$ cat src/rtl/hazard_pkg.sv
// Shared encodings for the ID-stage hazard/forwarding unit.
package hazard_pkg;

    localparam logic [1:0] FWD_RF  = 2'b00;
    localparam logic [1:0] FWD_EX  = 2'b01;
    localparam logic [1:0] FWD_MEM = 2'b10;
    localparam logic [1:0] FWD_WB  = 2'b11;

    localparam logic [1:0] HZ_NONE = 2'b00;
    localparam logic [1:0] HZ_LOAD = 2'b01;
    localparam logic [1:0] HZ_MD   = 2'b10;
    localparam logic [1:0] HZ_FWD  = 2'b11;

    typedef enum logic {
        MD_IDLE = 1'b0,
        MD_BUSY = 1'b1
    } md_state_t;

endpackage

$ cat src/rtl/md_busy_tracker.sv
// Tracks occupancy and destination of the single multi-cycle (mult/div) unit.
//   state   | meaning
//   MD_IDLE | unit free, accepts an issue
//   MD_BUSY | op in flight; cnt counts down to the writeback cycle (cnt==0)
module md_busy_tracker
    import hazard_pkg::*;
#(
    parameter int AW     = 5,
    parameter int MD_LAT = 4
) (
    input  logic          clk,
    input  logic          rst_n,
    input  logic          start,
    input  logic [AW-1:0] start_dest,
    output logic          busy,
    output logic [AW-1:0] dest
);

    localparam int CW = (MD_LAT > 1) ? $clog2(MD_LAT) : 1;

    md_state_t     state, state_nxt;
    logic [CW-1:0] cnt, cnt_nxt;
    logic [AW-1:0] dest_nxt;

    always_ff @(posedge clk) begin
        if (!rst_n) begin
            state <= MD_IDLE;
            cnt   <= '0;
            dest  <= '0;
        end else begin
            state <= state_nxt;
            cnt   <= cnt_nxt;
            dest  <= dest_nxt;
        end
    end

    always_comb begin
        state_nxt = state;
        cnt_nxt   = cnt;
        dest_nxt  = dest;
        case (state)
            MD_IDLE: begin
                if (start) begin
                    state_nxt = MD_BUSY;
                    cnt_nxt   = CW'(MD_LAT - 1);
                    dest_nxt  = start_dest;
                end
            end
            MD_BUSY: begin
                if (cnt == '0) state_nxt = MD_IDLE;
                else           cnt_nxt   = cnt - 1'b1;
            end
            default: state_nxt = MD_IDLE;
        endcase
    end

    assign busy = (state == MD_BUSY);

endmodule

$ cat src/rtl/hazard_forwarding_scoreboard.sv
// ID-stage forwarding select, load-use / multi-cycle stall control and stall counter.
module hazard_forwarding_scoreboard
    import hazard_pkg::*;
#(
    parameter int AW     = 5,
    parameter int NSRC   = 2,
    parameter int MD_LAT = 4,
    parameter int CNT_W  = 16
) (
    input  logic                 clk,
    input  logic                 rst_n,
    input  logic [NSRC*AW-1:0]   id_src,
    input  logic [NSRC-1:0]      id_src_used,
    input  logic [AW-1:0]        ex_destination,
    input  logic [AW-1:0]        mem_destination,
    input  logic [AW-1:0]        wb_destination,
    input  logic                 ex_rf_enable,
    input  logic                 mem_rf_enable,
    input  logic                 wb_rf_enable,
    input  logic                 ex_load_instruction,
    input  logic                 id_md_start,
    input  logic [AW-1:0]        id_md_dest,
    input  logic                 flush,
    output logic [NSRC*2-1:0]    fwd_sel,
    output logic                 load_enable,
    output logic                 pc_enable,
    output logic                 nop_signal,
    output logic [1:0]           hazard_type,
    output logic                 md_busy,
    output logic [CNT_W-1:0]     stall_count
);

    logic [NSRC*2-1:0] fwd_raw;
    logic [NSRC-1:0]   load_hit;
    logic [NSRC-1:0]   md_hit;
    logic              md_busy_int;
    logic [AW-1:0]     md_dest;
    logic              load_use, md_stall, stall;

    // A zero source never matches anything, which also covers md_dest==0.
    for (genvar i = 0; i < NSRC; i++) begin : g_src
        logic [AW-1:0] src;
        logic          active, ex_hit, mem_hit, wb_hit;

        assign src     = id_src[i*AW +: AW];
        assign active  = id_src_used[i] && (src != '0);
        assign ex_hit  = active && ex_rf_enable  && (src == ex_destination);
        assign mem_hit = active && mem_rf_enable && (src == mem_destination);
        assign wb_hit  = active && wb_rf_enable  && (src == wb_destination);

        assign fwd_raw[i*2 +: 2] = ex_hit  ? FWD_EX  :
                                   mem_hit ? FWD_MEM :
                                   wb_hit  ? FWD_WB  : FWD_RF;
        assign load_hit[i] = ex_hit && ex_load_instruction;
        assign md_hit[i]   = active && md_busy_int && (src == md_dest);
    end

    assign load_use = |load_hit;
    assign md_stall = md_busy_int && ((|md_hit) || id_md_start);
    assign stall    = !flush && (load_use || md_stall);

    md_busy_tracker #(
        .AW     (AW),
        .MD_LAT (MD_LAT)
    ) u_md_busy_tracker (
        .clk        (clk),
        .rst_n      (rst_n),
        .start      (id_md_start && !flush && !stall),
        .start_dest (id_md_dest),
        .busy       (md_busy_int),
        .dest       (md_dest)
    );

    always_comb begin
        fwd_sel     = fwd_raw;
        load_enable = 1'b1;
        pc_enable   = 1'b1;
        nop_signal  = 1'b0;
        hazard_type = HZ_NONE;
        md_busy     = md_busy_int;
        if (!rst_n) begin
            fwd_sel    = '0;
            nop_signal = 1'b1;
            md_busy    = 1'b0;
        end else if (flush) begin
            fwd_sel    = '0;
            nop_signal = 1'b1;
        end else if (load_use) begin
            load_enable = 1'b0;
            pc_enable   = 1'b0;
            nop_signal  = 1'b1;
            hazard_type = HZ_LOAD;
        end else if (md_stall) begin
            load_enable = 1'b0;
            pc_enable   = 1'b0;
            nop_signal  = 1'b1;
            hazard_type = HZ_MD;
        end else if (|fwd_raw) begin
            hazard_type = HZ_FWD;
        end
    end

    always_ff @(posedge clk) begin
        if (!rst_n)
            stall_count <= '0;
        else if (!pc_enable && (stall_count != '1))
            stall_count <= stall_count + 1'b1;
    end

endmodule
$ cat config.mk
export PLATFORM = sky130hd
export DESIGN_NAME = hazard_forwarding_scoreboard
export DESIGN_NICKNAME = d
export VERILOG_FILES = /design/src/rtl/hazard_pkg.sv /design/src/rtl/md_busy_tracker.sv /design/src/rtl/hazard_forwarding_scoreboard.sv
export SDC_FILE = /design/constraint.sdc
export NUM_CORES = 1
export LEC_CHECK = 0
export CAP_MARGIN = 10
export CORE_UTILIZATION = 51
export CTS_CLUSTER_DIAMETER = 80
export CTS_CLUSTER_SIZE = 16
export DETAILED_ROUTE_END_ITERATION = 10
export PLACE_DENSITY = 0.85
export RECOVER_POWER = 25
export SYNTH_ARGS = -nofsm -noshare
export SYNTH_HDL_FRONTEND = slang
export SYNTH_SLANG_ARGS = --single-unit
$ cat constraint.sdc
create_clock -name clk -period 5.3 [get_ports clk]
set_input_delay 0.53 -clock clk [delete_from_list [all_inputs] [get_ports clk]]
set_output_delay 0.53 -clock clk [all_outputs]
set_load 0.01 [all_outputs]
---- Word level (Yosys, flattened, before mapping) ----
Cells that the tools add are included.
storage, ports and cells
  output and inout port bits .............. 26
  logic and storage cells ................. 84
  flip-flop bits (word level) ............. 24
operators by class
  equality and inequality tests ........... 11
  add/sub/neg operators ................... 2
  bitwise logic cells ..................... 1
  reduce and logical (&&, ||, !) cells .... 38
  muxes and demuxes ....................... 28
operator list
  cell                                                                number
  5-bit equality test                                                 8
  2-bit 2-to-1 mux                                                    13
  1-bit logical AND                                                   25
  16-bit by 1-bit adder with 16-bit output, second input constant     1
  16-bit != test, second input constant                               1
  1-bit 2-to-1 mux                                                    11
  5-bit nonzero test                                                  2
  4-bit 2-to-1 mux                                                    2
  2-bit one-hot mux with 2 select lines                               1
  2-bit AND reduction                                                 2
  2-bit OR reduction                                                  2
  4-bit OR reduction                                                  1
  1-bit zero test                                                     3
  2-bit zero test                                                     1
  1-bit logical OR                                                    2
  2-bit by 1-bit != test with 1-bit output, second input constant     1
  2-bit != test, second input constant                                1
  1-bit one-hot mux with 2 select lines                               1
  2-bit by 1-bit subtractor with 2-bit output, second input constant  1
  1-bit NOT                                                           1

---- Depth between registers and ports, before layout ----
  word-level depth ........................ 13
  mapped depth ............................ 8
  depth with buffers taken out ............ 7

---- Hierarchy ----
From an unflattened synthesis, not the netlist that was laid out.
unflattened totals
  cells, all modules ...................... 226
  area total of the unflattened synthesis .. 1,871.8 µm²
modules (own cells, without submodules)
  module                        area each (µm²)  seq. area each (µm²)  instances  cells an instance
  hazard_forwarding_scoreboard  1,544.0          320.3                 1          196
  md_busy_tracker               327.8            160.2                 1          30

---- Least setup slack after synthesis ----
No wires, ideal clock.
  kind .................................... input port to output port
  from .................................... input port id_src[7]
  to ...................................... output port pc_enable
  arrival time ............................ 2.339 ns
  stages on the path ...................... 8
  data required time ...................... 4.770 ns
  setup slack ............................. 2.431 ns
  buffers on the path ..................... 3
  cells stage by stage .................... buf_2 -> or4_4 -> o21ai_4 -> nand4b_1 -> a21oi_1 -> buf_2 -> o21ai_0 -> buf_4
on the way
  word-level cells in the longest chain between the ends .. 11
  elaborated cells between the ends (all ways) .. 17
ends and longest elaborated chain
  what                              line                                text
  start: declaration                hazard_forwarding_scoreboard.sv:12  input logic [NSRC*AW-1:0] id_src,
  5-bit nonzero test                hazard_forwarding_scoreboard.sv:46  assign active = id_src_used[i] && (src != '0);
  1-bit logical AND                 hazard_forwarding_scoreboard.sv:46
  1-bit logical AND (2 in series)   hazard_forwarding_scoreboard.sv:55  assign md_hit[i] = active && md_busy_int && (src == md_dest);
  2-bit OR reduction                hazard_forwarding_scoreboard.sv:59  assign md_stall = md_busy_int && ((|md_hit) || id_md_start);
  1-bit logical OR                  hazard_forwarding_scoreboard.sv:59
  1-bit logical AND                 hazard_forwarding_scoreboard.sv:59
  1-bit 2-to-1 mux                  n/a
  1-bit 2-to-1 mux * (3 in series)  n/a
  end: declaration                  hazard_forwarding_scoreboard.sv:26  output logic pc_enable,
Every way passes the cells marked *; elsewhere a longest branch is shown, timed or not.

---- Worst setup path in the final report ----
  from .................................... input port id_src[6]
  to ...................................... output port hazard_type[1]
on the way
  word-level cells in the longest chain between the ends .. 13
  elaborated cells between the ends (all ways) .. 28
ends and longest elaborated chain
  what                             line                                text
  5-bit nonzero test               hazard_forwarding_scoreboard.sv:46
  1-bit logical AND                hazard_forwarding_scoreboard.sv:46
  1-bit logical AND (2 in series)  hazard_forwarding_scoreboard.sv:49  assign wb_hit = active && wb_rf_enable && (src == wb_destination);
  2-bit 2-to-1 mux                 hazard_forwarding_scoreboard.sv:53  wb_hit ? FWD_WB : FWD_RF;
  2-bit 2-to-1 mux                 hazard_forwarding_scoreboard.sv:52  mem_hit ? FWD_MEM :
  2-bit 2-to-1 mux                 hazard_forwarding_scoreboard.sv:51  assign fwd_raw[i*2 +: 2] = ex_hit ? FWD_EX :
  4-bit OR reduction               hazard_forwarding_scoreboard.sv:98  end else if (|fwd_raw) begin
  2-bit 2-to-1 mux                 hazard_forwarding_scoreboard.sv:98
  2-bit 2-to-1 mux                 hazard_forwarding_scoreboard.sv:93  end else if (md_stall) begin
  2-bit 2-to-1 mux *               hazard_forwarding_scoreboard.sv:88  end else if (load_use) begin
  2-bit 2-to-1 mux *               hazard_forwarding_scoreboard.sv:85  end else if (flush) begin
  2-bit 2-to-1 mux *               hazard_forwarding_scoreboard.sv:81  if (!rst_n) begin
  end: declaration                 hazard_forwarding_scoreboard.sv:28  output logic [1:0] hazard_type,
Marked as above.

==> results.txt <==
----------------------------------------------------
[Setup path]
  CP Class ... input port to primary output
  Maximum fanout along the worst path ... 12
  Required time of the critical path ... 4.77 ns
  Type of origin of the critical path ... input port
  Element type at the critical path end ... primary output
  Critical path arrival ... 3.53 ns

[Detailed routing]
  Vias after detailed routing ... 2,060
  Detailed-route wire length ... 5.78 mm
  Via-to-Cell Ratio ... 5.84
  Antenna Nets Post-Route ... 0
  Detailed Routing Iterations Pass 1 ... 4
  DR iter-0 viols ... 100
  Wire per inst ... 16.4 um
  DR DRC count ... 0

[Place]
  GP Congestion ... 0.867
  Post-Place Setup Slack ... 1.27 ns
  HPWL after DPL ... 4.57 mm
  IO Port Bufs ... 65

[Timing]
  Final-report hold violation count ... 0
  RSZ-0062 raised after global routing ... no
  Hold Slack ... 0.488 ns
  Upper clock frequency limit ... 0.246 GHz
  Final number of max-transition violations ... 0
  Period utilisation layout ... 0.766
  Post-layout min period ... 4.06 ns
  Final setup slack of the worst path ... 1.24 ns
  Setup violation total in the final timing report ... 0
  Clock Skew ... 0.00463 ns
  Slew at the pin with the worst max-slew slack ... 0.572 ns
  Total negative slack ... 0 ns
  Tightest slew margin relative to the limit ... 0.618

[Layout]
  Nets ... 348
  Inserted Diodes ... 0
  Area added between synthesis and finish ... 33.2%
  Core utilization of the finished layout ... 0.734
  Fraction of layout instances using a drive strength above 1 ... 0.0787

[Global route]
  Global-route total usage across every layer ... 0.276
  Pin count of the biggest net entering global routing ... 28
  Wire length of the first global-routing pass ... 9.25 mm
  Total overflow reported by the global router ... 0
  Initial antenna violation count ... 0
  Via count of the first global-routing pass ... 1,961

[Pwr]
  Power Density ... 168 mW/mm^2
  Peak supply drop ... 0.165 mV
  Standby leakage power ... 1.00 nW

[CTS]
  TritonCTS clock tree ... built
  Clk pin slew, worst setup/hold paths ... 0.09 ns
  Clock sinks ... 24
  Post-CTS Resized ... 0
  Number of H-tree levels ... 1
  Number of setup buffers added after CTS ... 0
  Number of buffers inserted for hold repair after clock tree synthesis ... 0
  Bufs on Longest Clock Path ... 2
  Clock insertion delay at the later pin of the skew report ... 0.27 ns
  Clock tree root driver cell ... clkbuf_8
  Total clock buffers created by CTS ... 3

[Min path]
  Kind of path behind the tightest hold check ... flop to flop

[Floorplan]
  Floorplan row count ... 22
  Effective utilization at floorplan ... 0.551
  Number of top-level pins ... 66
  Standard cell core area ... 0.00377 sq mm
  Floorplan die area ... 0.00433 sq mm
  Height of the chip ... 65.8 um
  Floorplan die width ... 65.8 um

[Synthesis]
  Number of warnings printed during yosys synthesis ... 0
  FF+latch count, synth ... 24
  Count of different cell masters after synthesis ... 49
  Net count after synthesis ... 294
  Sequential area share after synthesis ... 0.231
  Most frequently used flop master after synthesis ... dfxtp_1
  Count of flip-flops with a built-in enable after synthesis ... 0
  Avg Inst Size Synth ... 8.25 sq um
  Syn Inst Count ... 252
  Fraction of registers with async set or reset after synthesis ... 0
  Netlist Area Pre-Place ... 0.00208 sq mm

[Outcome]
  Outcome ... completed

[Run]
  Max-cap violations ... 0

----------------------------------------------------
worst paths after layout:
check                 startpoint  slack, ns  cells past startpoint              to
setup / recovery       id_src[6]       1.24                      8  hazard_type[1]
hold / removal    stall_count[9]       0.49                      2  stall_count[9]
setup reg to reg  stall_count[0]       2.86                      7  stall_count[8]
hold reg to reg   stall_count[9]       0.49                      2  stall_count[9]
where the power goes:
part / internal, W / switching (W)
clock: 0.000101 / 0.0000618
sequential: 0.000184 / 0.00000407
combinational: 0.0000581 / 0.0000552
total: 0.000343 / 0.000121
layer usage:
layer,vias to the layer above,global-route usage,share of wire,routed length [um]
met4,0,0.0598,0.0078,45
met3,6,0.0328,0.043,248
li1,1016,-,-,-
met5,-,0,0,0
met2,60,0.457,0.46,2630
met1,978,0.380,0.49,2850
kinds of logic (layout without fill, tap and decap cells):
kind of cell,Yosys count,after routing,synth area share
compound gates,60,60,0.235
xor+xnor,40,40,0.169
fa+ha+maj,2,2,0.0120
buf+inv,24,77,0.0620
flops,24,24,0.231
mux,12,12,0.0578
simple gates,90,90,0.233
cell type report:
class,count,area (sq um)
Clock inverter,1,30.0
Fill cell,309,1000
Timing Repair Buffer,67,666
Multi-Input combinational cell,204,1470
Inverter,6,22.5
Sequential cell,24,480
Clock buffer,3,41.3
Tap cell,48,60.1
critical path, stage by stage:
cell             delay, ns
clkdlybuf4s50_1       0.55
or4_4                 0.60
o21ai_4               0.21
and4b_4               0.26
o21ai_2               0.45
nand2_1               0.13
a41oi_1               0.22
clkdlybuf4s50_1       0.57
state kept, by name (all words and copies together), names as in the netlist:
| signal | count |
|---|---|
| stall_count | 16 |
| u_md_busy_tracker.cnt | 2 |
| u_md_busy_tracker.busy | 1 |
| u_md_busy_tracker.dest | 5 |
Yosys cell counts (all sizes together), types with 4 or more instances:
cell type | number | area (sq um)
buf | 12 | 83.8
a211oi | 9 | 92.6
nor3 | 7 | 35.0
nor2 | 10 | 37.5
xor2 | 13 | 114
dfxtp | 24 | 480
mux2i | 12 | 120
xnor2 | 27 | 236
nand2 | 25 | 93.8
inv | 6 | 22.5
clkbuf | 6 | 22.5
o21ai | 12 | 90.1
nand3 | 14 | 70.1
o211ai | 4 | 43.8
nand4 | 7 | 43.8
nand2b | 11 | 68.8
a21oi | 15 | 75.1
placed cells by master, fill, tap and decap left out, drive strengths merged, types with 2 or more instances in the layout:
cell type / count
a41oi: 2
clkbuf: 3
a2111oi: 2
inv: 6
and4: 2
xor2: 13
ha: 2
nand4: 7
clkdlybuf4s50: 53
nand3: 14
dlygate4sd3: 12
mux2i: 12
and3: 3
o21ai: 12
nor2: 10
a211oi: 9
nand2: 25
nor3: 7
o211a: 3
a31oi: 2
buf: 2
and2: 3
dfxtp: 24
or4: 3
a21oi: 15
nor4: 3
xnor2: 27
o21a: 3
nand2b: 11
o211ai: 4
stage by stage:
step	std cells	power [W]	cell area, sq um
2_1_floorplan	252	0.000258	2080
3_3_place_gp	349	0.000303	2700
3_5_place_dp	349	0.000304	2700
4_1_cts	353	0.000465	2770
5_1_grt	353	0.000479	2770
6_report	353	0.000464	2770
Power figures use the tool's default switching activity.
